## config.mk

```make
export PLATFORM = sky130hd
export DESIGN_NAME = noc_rr_arbiter_flat
export DESIGN_NICKNAME = d
export VERILOG_FILES = /design/src/rtl/noc_arb_pkg.sv /design/src/rtl/noc_rr_arbiter_if.sv /design/src/rtl/noc_rr_pick.sv /design/src/rtl/noc_rr_arbiter.sv /design/src/flat_wrapper.sv
export SDC_FILE = /design/constraint.sdc
export NUM_CORES = 1
export LEC_CHECK = 0
export BUFFER_PORTS_ARGS = -buffer_cell sky130_fd_sc_hd__buf_2
export CORE_MARGIN = 2
export CORE_UTILIZATION = 55
export DETAILED_ROUTE_END_ITERATION = 7
export GPL_TIMING_DRIVEN = 0
export HOLD_SLACK_MARGIN = 0.06
export PLACE_DENSITY = 0.74
export SYNTH_ARGS = -nofsm -noshare
export SYNTH_HDL_FRONTEND = slang
export SYNTH_SLANG_ARGS = --single-unit
export TNS_END_PERCENT = 20
```

## constraint.sdc

```tcl
create_clock -name clk -period 7.4 [get_ports clk]
set_clock_uncertainty 0.15 [all_clocks]
set_input_delay 1.48 -clock clk [delete_from_list [all_inputs] [get_ports clk]]
set_output_delay 1.48 -clock clk [all_outputs]
set_load 0.02 [all_outputs]
```

## src/rtl/noc_arb_pkg.sv

```systemverilog
// Shared arbitration helpers: one-hot/index conversion and the idle owner encoding.
// Also used by the allocator, so widths are sized for the largest supported port count.
package noc_arb_pkg;

  localparam int unsigned MaxPorts = 32;
  localparam int unsigned MaxIdxW  = 5;

  typedef logic [MaxPorts-1:0] port_vec_t;
  typedef logic [MaxIdxW-1:0]  port_idx_t;

  // An all-zero owner vector means no port holds the output.
  localparam port_vec_t OwnerIdle = '0;

  typedef enum logic [1:0] {
    PhIdle,
    PhArm,
    PhSend
  } arb_phase_e;

  function automatic port_idx_t onehot2idx(port_vec_t oh);
    port_idx_t idx;
    idx = '0;
    for (int unsigned i = 0; i < MaxPorts; i++) begin
      if (oh[i]) idx = idx | port_idx_t'(i);
    end
    return idx;
  endfunction

  function automatic port_vec_t idx2onehot(port_idx_t idx);
    port_vec_t oh;
    oh      = '0;
    oh[idx] = 1'b1;
    return oh;
  endfunction

endpackage

```

## src/rtl/noc_rr_arbiter_if.sv

```systemverilog
// Requester/downstream handshake bundle for one router output port.
interface noc_rr_arbiter_if #(
  parameter int unsigned NUM_PORTS = 5
) ();

  logic [NUM_PORTS-1:0] req;
  logic [NUM_PORTS-1:0] last;
  logic                 dcts;
  logic [NUM_PORTS-1:0] grant;
  logic [NUM_PORTS-1:0] xbar_sel;
  logic                 rts;
  logic                 locked;

  modport master (
    output req,
    output last,
    output dcts,
    input  grant,
    input  xbar_sel,
    input  rts,
    input  locked
  );

  modport slave (
    input  req,
    input  last,
    input  dcts,
    output grant,
    output xbar_sel,
    output rts,
    output locked
  );

endinterface

```

## src/rtl/noc_rr_pick.sv

```systemverilog
// Combinational rotating priority encoder: first requester after start_idx, wrapping,
// with start_idx itself checked last.
module noc_rr_pick #(
  parameter int unsigned NUM_PORTS = 5
) (
  input  logic [NUM_PORTS-1:0]         req,
  input  logic [$clog2(NUM_PORTS)-1:0] start_idx,
  output logic [NUM_PORTS-1:0]         onehot,
  output logic                         valid
);

  localparam int unsigned IdxW = $clog2(NUM_PORTS);

  logic [IdxW-1:0] idx;

  always_comb begin
    onehot = '0;
    valid  = 1'b0;
    idx    = '0;
    for (int unsigned i = 1; i <= NUM_PORTS; i++) begin
      idx = IdxW'((32'(start_idx) + i) % NUM_PORTS);
      if (!valid && req[idx]) begin
        onehot[idx] = 1'b1;
        valid       = 1'b1;
      end
    end
  end

endmodule

```

## src/rtl/noc_rr_arbiter.sv

```systemverilog
// Output-port arbiter: rotating priority with wormhole lock, per-owner packet cap and
// RTS/DCTS flit handshake toward the downstream router.
module noc_rr_arbiter
  import noc_arb_pkg::*;
#(
  parameter int unsigned NUM_PORTS = 5,
  parameter int unsigned MAX_PKTS  = 4
) (
  input logic             clk,
  input logic             rst,
  noc_rr_arbiter_if.slave bus
);

  localparam int unsigned IdxW = $clog2(NUM_PORTS);
  localparam int unsigned CntW = $clog2(MAX_PKTS + 1);

  logic [NUM_PORTS-1:0] owner_q;
  logic                 rts_q;
  logic                 lock_q;
  logic [IdxW-1:0]      last_idx_q;
  logic [CntW-1:0]      pkt_cnt_q;

  logic [IdxW-1:0]      owner_idx;
  logic [IdxW-1:0]      pick_start;
  logic [NUM_PORTS-1:0] pick_oh;
  logic                 pick_valid;
  logic                 owner_live;
  logic                 owner_tail;
  logic                 xfer;
  arb_phase_e           phase;

  assign owner_idx  = IdxW'(onehot2idx(port_vec_t'(owner_q)));
  assign owner_live = |(owner_q & bus.req);
  assign owner_tail = |(owner_q & bus.last);
  // Reset wins over a pending transfer so no flit leaves while rst is sampled.
  assign xfer       = rts_q & bus.dcts & ~rst;

  // After a transfer the rotation must start from the port just served, not the stale index.
  assign pick_start = xfer ? owner_idx : last_idx_q;

  always_comb begin
    phase = PhIdle;
    if (owner_q != NUM_PORTS'(OwnerIdle)) begin
      phase = rts_q ? PhSend : PhArm;
    end
  end

  noc_rr_pick #(
    .NUM_PORTS(NUM_PORTS)
  ) u_pick (
    .req      (bus.req),
    .start_idx(pick_start),
    .onehot   (pick_oh),
    .valid    (pick_valid)
  );

  always_ff @(posedge clk) begin
    if (rst) begin
      owner_q    <= '0;
      rts_q      <= 1'b0;
      lock_q     <= 1'b0;
      last_idx_q <= IdxW'(NUM_PORTS - 1);
      pkt_cnt_q  <= '0;
    end else begin
      unique case (phase)
        PhIdle: begin
          if (pick_valid) begin
            owner_q   <= pick_oh;
            pkt_cnt_q <= '0;
          end
        end
        PhArm: begin
          if (owner_live) begin
            rts_q <= 1'b1;
          end else if (!lock_q) begin
            // Owner withdrew between packets: hand over, or fall to idle if nobody asks.
            owner_q   <= pick_oh;
            pkt_cnt_q <= '0;
          end
        end
        PhSend: begin
          if (bus.dcts) begin
            rts_q      <= 1'b0;
            last_idx_q <= owner_idx;
            if (!owner_tail) begin
              lock_q <= 1'b1;
            end else begin
              lock_q <= 1'b0;
              if (owner_live && (pkt_cnt_q < CntW'(MAX_PKTS - 1))) begin
                pkt_cnt_q <= pkt_cnt_q + CntW'(1);
              end else begin
                owner_q   <= pick_oh;
                pkt_cnt_q <= '0;
              end
            end
          end
        end
        default: ;
      endcase
    end
  end

  assign bus.grant    = xfer ? owner_q : '0;
  assign bus.xbar_sel = owner_q;
  assign bus.rts      = rts_q;
  assign bus.locked   = lock_q;

endmodule

```

## src/flat_wrapper.sv

```systemverilog
// flat-port wrapper written by rule: the top's interface ports become plain ports
module noc_rr_arbiter_flat import noc_arb_pkg::*;
#(
  parameter int unsigned NUM_PORTS = 5,
  parameter int unsigned MAX_PKTS  = 4
)
  (clk, rst, bus_req, bus_last, bus_dcts, bus_grant, bus_xbar_sel, bus_rts, bus_locked);
  noc_rr_arbiter_if #(.NUM_PORTS(NUM_PORTS)) bus_i ();
  input logic clk;
  input logic rst;
  input wire logic [$bits(bus_i.req)-1:0] bus_req;
  input wire logic [$bits(bus_i.last)-1:0] bus_last;
  input wire logic [$bits(bus_i.dcts)-1:0] bus_dcts;
  output wire logic [$bits(bus_i.grant)-1:0] bus_grant;
  output wire logic [$bits(bus_i.xbar_sel)-1:0] bus_xbar_sel;
  output wire logic [$bits(bus_i.rts)-1:0] bus_rts;
  output wire logic [$bits(bus_i.locked)-1:0] bus_locked;
  assign bus_i.req = bus_req;
  assign bus_i.last = bus_last;
  assign bus_i.dcts = bus_dcts;
  assign bus_grant = bus_i.grant;
  assign bus_xbar_sel = bus_i.xbar_sel;
  assign bus_rts = bus_i.rts;
  assign bus_locked = bus_i.locked;
  noc_rr_arbiter #(.NUM_PORTS(NUM_PORTS), .MAX_PKTS(MAX_PKTS)) u_core (.clk(clk), .rst(rst), .bus(bus_i));
endmodule
```

==> results.md <==
STA:
- After routing, the total negative slack on setup checks comes to 0 ns.
- The number of hold violations in the final report came to 0.
- The minimum period implied by the final worst setup slack is 7.14 ns.
- The setup violation total in the final timing report is 0.
- Setup repair after global routing could not meet its margin everywhere.
- The slew at the pin closest to its max-slew limit is 0.922 ns.
- Headroom to the max-slew limit came out at 38.0%.
- The achievable frequency is 140 MHz.
- The final cycle utilization of the critical path is 96.5%.
- The final-report max-slew violation count was 0.

Worst setup path:
- The worst setup path is launched from an input port.
- The largest stage delay on the critical path is 0.38 ns.
- The critical path data arrival time is 7.10 ns.
- The most frequent cell on the critical path is sky130_fd_sc_hd__ha_1.
- The worst reg-to-reg setup slack is 1.01 ns.
- The family of cells with the greatest summed delay on the critical path is compound AO/OA/AOI/OAI gates.
- Data on the critical path is required at its endpoint by 7.36 ns.
- The type of destination of the critical path is a flop.
- On the critical path, the stage with the largest delay is an instance of sky130_fd_sc_hd__ha_1.
- The endpoint of the worst register-to-register path is u_core.bus.xbar_sel[4].
- The critical path contains buffers and inverters numbering 5 combined.
- The type of the worst setup path is input port to flop.
- For the worst flop-to-flop path, the logic depth is 26.
- The peak fanout along the critical path is 10.
- The launch point of the worst reg-to-reg path is u_core.bus.xbar_sel[1].

GRT:
- The maximum number of pins on one net before global-route repair is 14.
- The met2 usage is 50.6%.
- The total grt overflow is 0.
- met2 is the most crowded layer.
- The met3 routing resource usage after global routing is 3.20%.
- The number of global-route vias before repair is 3016.
- The number of antenna violations at the first check in global routing is 0.
- The overall fraction of global-route tracks in use is 30.1%.
- The met1 routing resource usage after global routing is 40.8%.
- The first global-routing pass estimated 14600 um of wire.

Final layout:
- The post-route cell area is 3170 um2.
- After the last flow step, the layout net total stands at 446.
- The ratio of cells with drive above 1 in the final layout is 22.2%.
- The area growth from synthesis to layout is 11.0%.
- The multi-input gate area in the final layout is 2450 um2.
- Counting the fill cells in the layout gives 477.
- 0 antenna diodes ended up in the layout.
- The area used by sequential logic in the layout is 260 um2.

Status:
- The run finished with clean final reports.

Hold path:
- The origin of the worst min-delay path is u_core.pkt_cnt_q[2].
- Along the worst hold path, the cell count comes to 2.
- The worst hold endpoint is u_core.pkt_cnt_q[2].
- The path class of the lowest-slack min-delay path is flop to flop.

Placement:
- The number of input and output port buffers inserted is 21.
- Routability-driven placement finished with a final weighted congestion of 0.935.
- After legalization and detailed placement, the total HPWL measured 6730 um.
- Once placement finished, the instance area stood at 3050 um2.

Floorplan:
- The floorplan step defined a die boundary enclosing 5780 um2.
- The placeable core area is 5040 um2.
- For this configuration, the core starts out at a cell density of 56.6%.
- The I/O pin total is 25.
- The overall die height is 76.0 um.
- In this run the core area contains 26 standard-cell rows.
- The floorplan step set the die width to 76.0 um.

Synth:
- In the synthesized netlist the dominant register cell turns out to be sky130_fd_sc_hd__dfxtp_1.
- In the synthesized netlist, the cells that appear most often are sky130_fd_sc_hd__nand2_1, sky130_fd_sc_hd__nor2_1, sky130_fd_sc_hd__ha_1, sky130_fd_sc_hd__o21ai_0, sky130_fd_sc_hd__nor3_1.
- Of all cell types, the one taking the most synthesized area is sky130_fd_sc_hd__ha_1.
- The fraction of registers with async set/reset is 0%.
- The number of different library cells used by synthesis comes to 89.
- The fraction of synthesized cell area taken by the top area cell type is 10.1%.
- Ranked by total cell area, the synthesized netlist is headed by sky130_fd_sc_hd__ha_1, sky130_fd_sc_hd__dfxtp_1, sky130_fd_sc_hd__nand2_1.
- The number of synthesized register bits is 13.
- The number of instances in the synthesized netlist is 383.
- The synthesized design contains 0 enable-type register cells.
- The sequential-to-total area share from yosys stat is 9.12%.
- The mean area per synthesized cell is 7.45 um2.
- When the netlist entered floorplanning its net count stood at 419.
- For this run, the number of Yosys warnings is 0.
- The combined area of all synthesized cells is 2850 um2.

Route:
- The number of vias per cell is 6.71.
- The first-pass iteration count of the detailed router is 6.
- After detailed routing, the number of remaining DRC violations is 0.
- For this block, the initial DRC count from the detailed router was 290.
- In the final routed layout, each cell accounts on average for 18.4 um.
- The count of nets left with antenna violations once routing finished came out at 0.
- Summing over every cut layer, the via total after detailed routing is 3213.
- The aggregate routed wire length is 8790 um.

Pwr:
- The standby leakage power is 1.33 nW.
- The overall power of the completed layout is 1.18 mW.
- Power spread over the standard cell area amounts to 374 nW/um2.
- The maximum vdd drop is 0.241 mV.

Run:
- Max-cap violations in this run came to 0.

Clock network:
- The tree built by TritonCTS fans out to 13 sinks.
- CTS built an H-tree with a depth of 1.
- The buffer type at the clock tree root is sky130_fd_sc_hd__clkbuf_8.
- The clock tree from TritonCTS is done.
- Clock-pin slew was measured on the worst setup and hold paths at 0.06 ns.
- Buffers inserted during clock tree synthesis total 3.
- The worst-skew pair later-pin latency is 0.24 ns.
- The longest clock path from root to sink contains 2 buffers.
## metal layers
metal	up-vias	wire length [um]	part of all wire, %
met3	14	740	8.4
met2	182	4100	47
met1	1504	3820	43
li1	1513	-	-
met5	-	0	0
met4	0	129	1.5
## timing repair
item                                    CTS  global route
endpoints found under the setup margin    8             8
resized for setup                         2            14
hold buffers                              0             0
buffers inserted                          0             1
## cell type report
class | count | area share, %
timing repair buffer | 22 | 3.56
buffer | 23 | 4.19
multi-input combinational | 327 | 77.5
tap | 70 | 2.77
inverter | 20 | 2.37
clock buffer | 4 | 1.42
sequential | 13 | 8.22
## worst register-to-register path, cell delays in order, from the launching register on
cell                        delay, ns
sky130_fd_sc_hd__dfxtp_1         0.32
sky130_fd_sc_hd__buf_2           0.23
sky130_fd_sc_hd__or2_2           0.15
sky130_fd_sc_hd__clkbuf_1        0.34
sky130_fd_sc_hd__mux2i_4         0.14
sky130_fd_sc_hd__clkbuf_4        0.23
sky130_fd_sc_hd__clkbuf_4        0.22
sky130_fd_sc_hd__inv_1           0.12
sky130_fd_sc_hd__ha_1            0.38
sky130_fd_sc_hd__nand2_1         0.13
sky130_fd_sc_hd__o2bb2ai_2       0.24
sky130_fd_sc_hd__nor2_1          0.12
sky130_fd_sc_hd__ha_1            0.20
sky130_fd_sc_hd__or2_2           0.31
sky130_fd_sc_hd__o32ai_2         0.28
sky130_fd_sc_hd__xnor2_2         0.20
sky130_fd_sc_hd__ha_1            0.25
sky130_fd_sc_hd__nor2b_1         0.20
sky130_fd_sc_hd__o21ba_2         0.19
sky130_fd_sc_hd__a21o_1          0.23
sky130_fd_sc_hd__nor2_2          0.18
sky130_fd_sc_hd__o31ai_1         0.13
sky130_fd_sc_hd__a211o_1         0.32
sky130_fd_sc_hd__a211o_1         0.35
sky130_fd_sc_hd__o31a_1          0.38
sky130_fd_sc_hd__mux2i_1         0.19
sky130_fd_sc_hd__nor2_1          0.05
## logic make-up (layout without fill, tap and decap cells)
logic type / count (synthesis) / in the layout / share of synthesized area (%)
buffers and inverters: 43 / 69 / 7.02
flip-flops: 13 / 13 / 9.12
AO/OA/AOI/OAI: 124 / 124 / 34.6
AND/OR/NAND/NOR: 151 / 151 / 28.2
XOR/XNOR: 11 / 11 / 3.38
multiplexers: 18 / 18 / 7.54
adder cells (fa/ha/maj): 23 / 23 / 10.1
## worst max-delay path by stage
stage               start                endpoint  cells past startpoint  slack, ns
global route          rst  u_core.bus.xbar_sel[2]                     26      -0.03
global placement      rst  u_core.bus.xbar_sel[2]                     26      -0.54
finish                rst  u_core.bus.xbar_sel[4]                     26       0.26
floorplan             rst  u_core.bus.xbar_sel[4]                     24       0.55
detailed placement    rst  u_core.bus.xbar_sel[2]                     26      -0.59
CTS                   rst  u_core.bus.xbar_sel[4]                     25     0.0009
## power by group
group,internal [mW],switching [mW],total [mW]
clock network,0.0380,0.0254,0.0634
registers,0.0858,0.0177,0.104
logic,0.381,0.635,1.02
## registers in the layout, summed over array words and instances, names as in the netlist
register and cells:
u_core.bus.xbar_sel 5, u_core.bus.rts 1, u_core.bus.locked 1, u_core.pkt_cnt_q 3, u_core.last_idx_q 3
## through the flow
| step | worst slack, ns | utilization, % | std cells | hold WS (ns) |
|---|---|---|---|---|
| after floorplan | 0.553 | - | 383 | 0.278 |
| after global placement | -0.537 | 60.4 | 474 | 0.297 |
| after detailed placement | -0.589 | 60.4 | 474 | 0.302 |
| after CTS | 0.000912 | 61.3 | 478 | 0.309 |
| after global routing | -0.0293 | 62.8 | 479 | 0.338 |
| final | 0.261 | 62.8 | 479 | 0.312 |
## placed cells by master (no fill, tap or decap), types with 4 or more instances in the layout
| cell type | count |
|---|---|
| sky130_fd_sc_hd__nand2_1 | 34 |
| sky130_fd_sc_hd__nor2_1 | 33 |
| sky130_fd_sc_hd__buf_2 | 30 |
| sky130_fd_sc_hd__ha_1 | 23 |
| sky130_fd_sc_hd__o21ai_0 | 21 |
| sky130_fd_sc_hd__inv_1 | 16 |
| sky130_fd_sc_hd__nor3_1 | 15 |
| sky130_fd_sc_hd__a21oi_1 | 13 |
| sky130_fd_sc_hd__nand3_1 | 13 |
| sky130_fd_sc_hd__dfxtp_1 | 13 |
| sky130_fd_sc_hd__mux2i_1 | 11 |
| sky130_fd_sc_hd__clkbuf_1 | 8 |
| sky130_fd_sc_hd__o31ai_1 | 8 |
| sky130_fd_sc_hd__xnor2_1 | 7 |
| sky130_fd_sc_hd__a211oi_1 | 7 |
| sky130_fd_sc_hd__and2_1 | 6 |
| sky130_fd_sc_hd__or2_2 | 5 |
| sky130_fd_sc_hd__inv_2 | 4 |
| sky130_fd_sc_hd__a21o_1 | 4 |
| sky130_fd_sc_hd__mux2_2 | 4 |
| sky130_fd_sc_hd__nor2b_1 | 4 |
| sky130_fd_sc_hd__a22oi_1 | 4 |
| sky130_fd_sc_hd__a211o_1 | 4 |
| sky130_fd_sc_hd__nor4_1 | 4 |
Note: power is estimated with default switching activity, not from simulation.
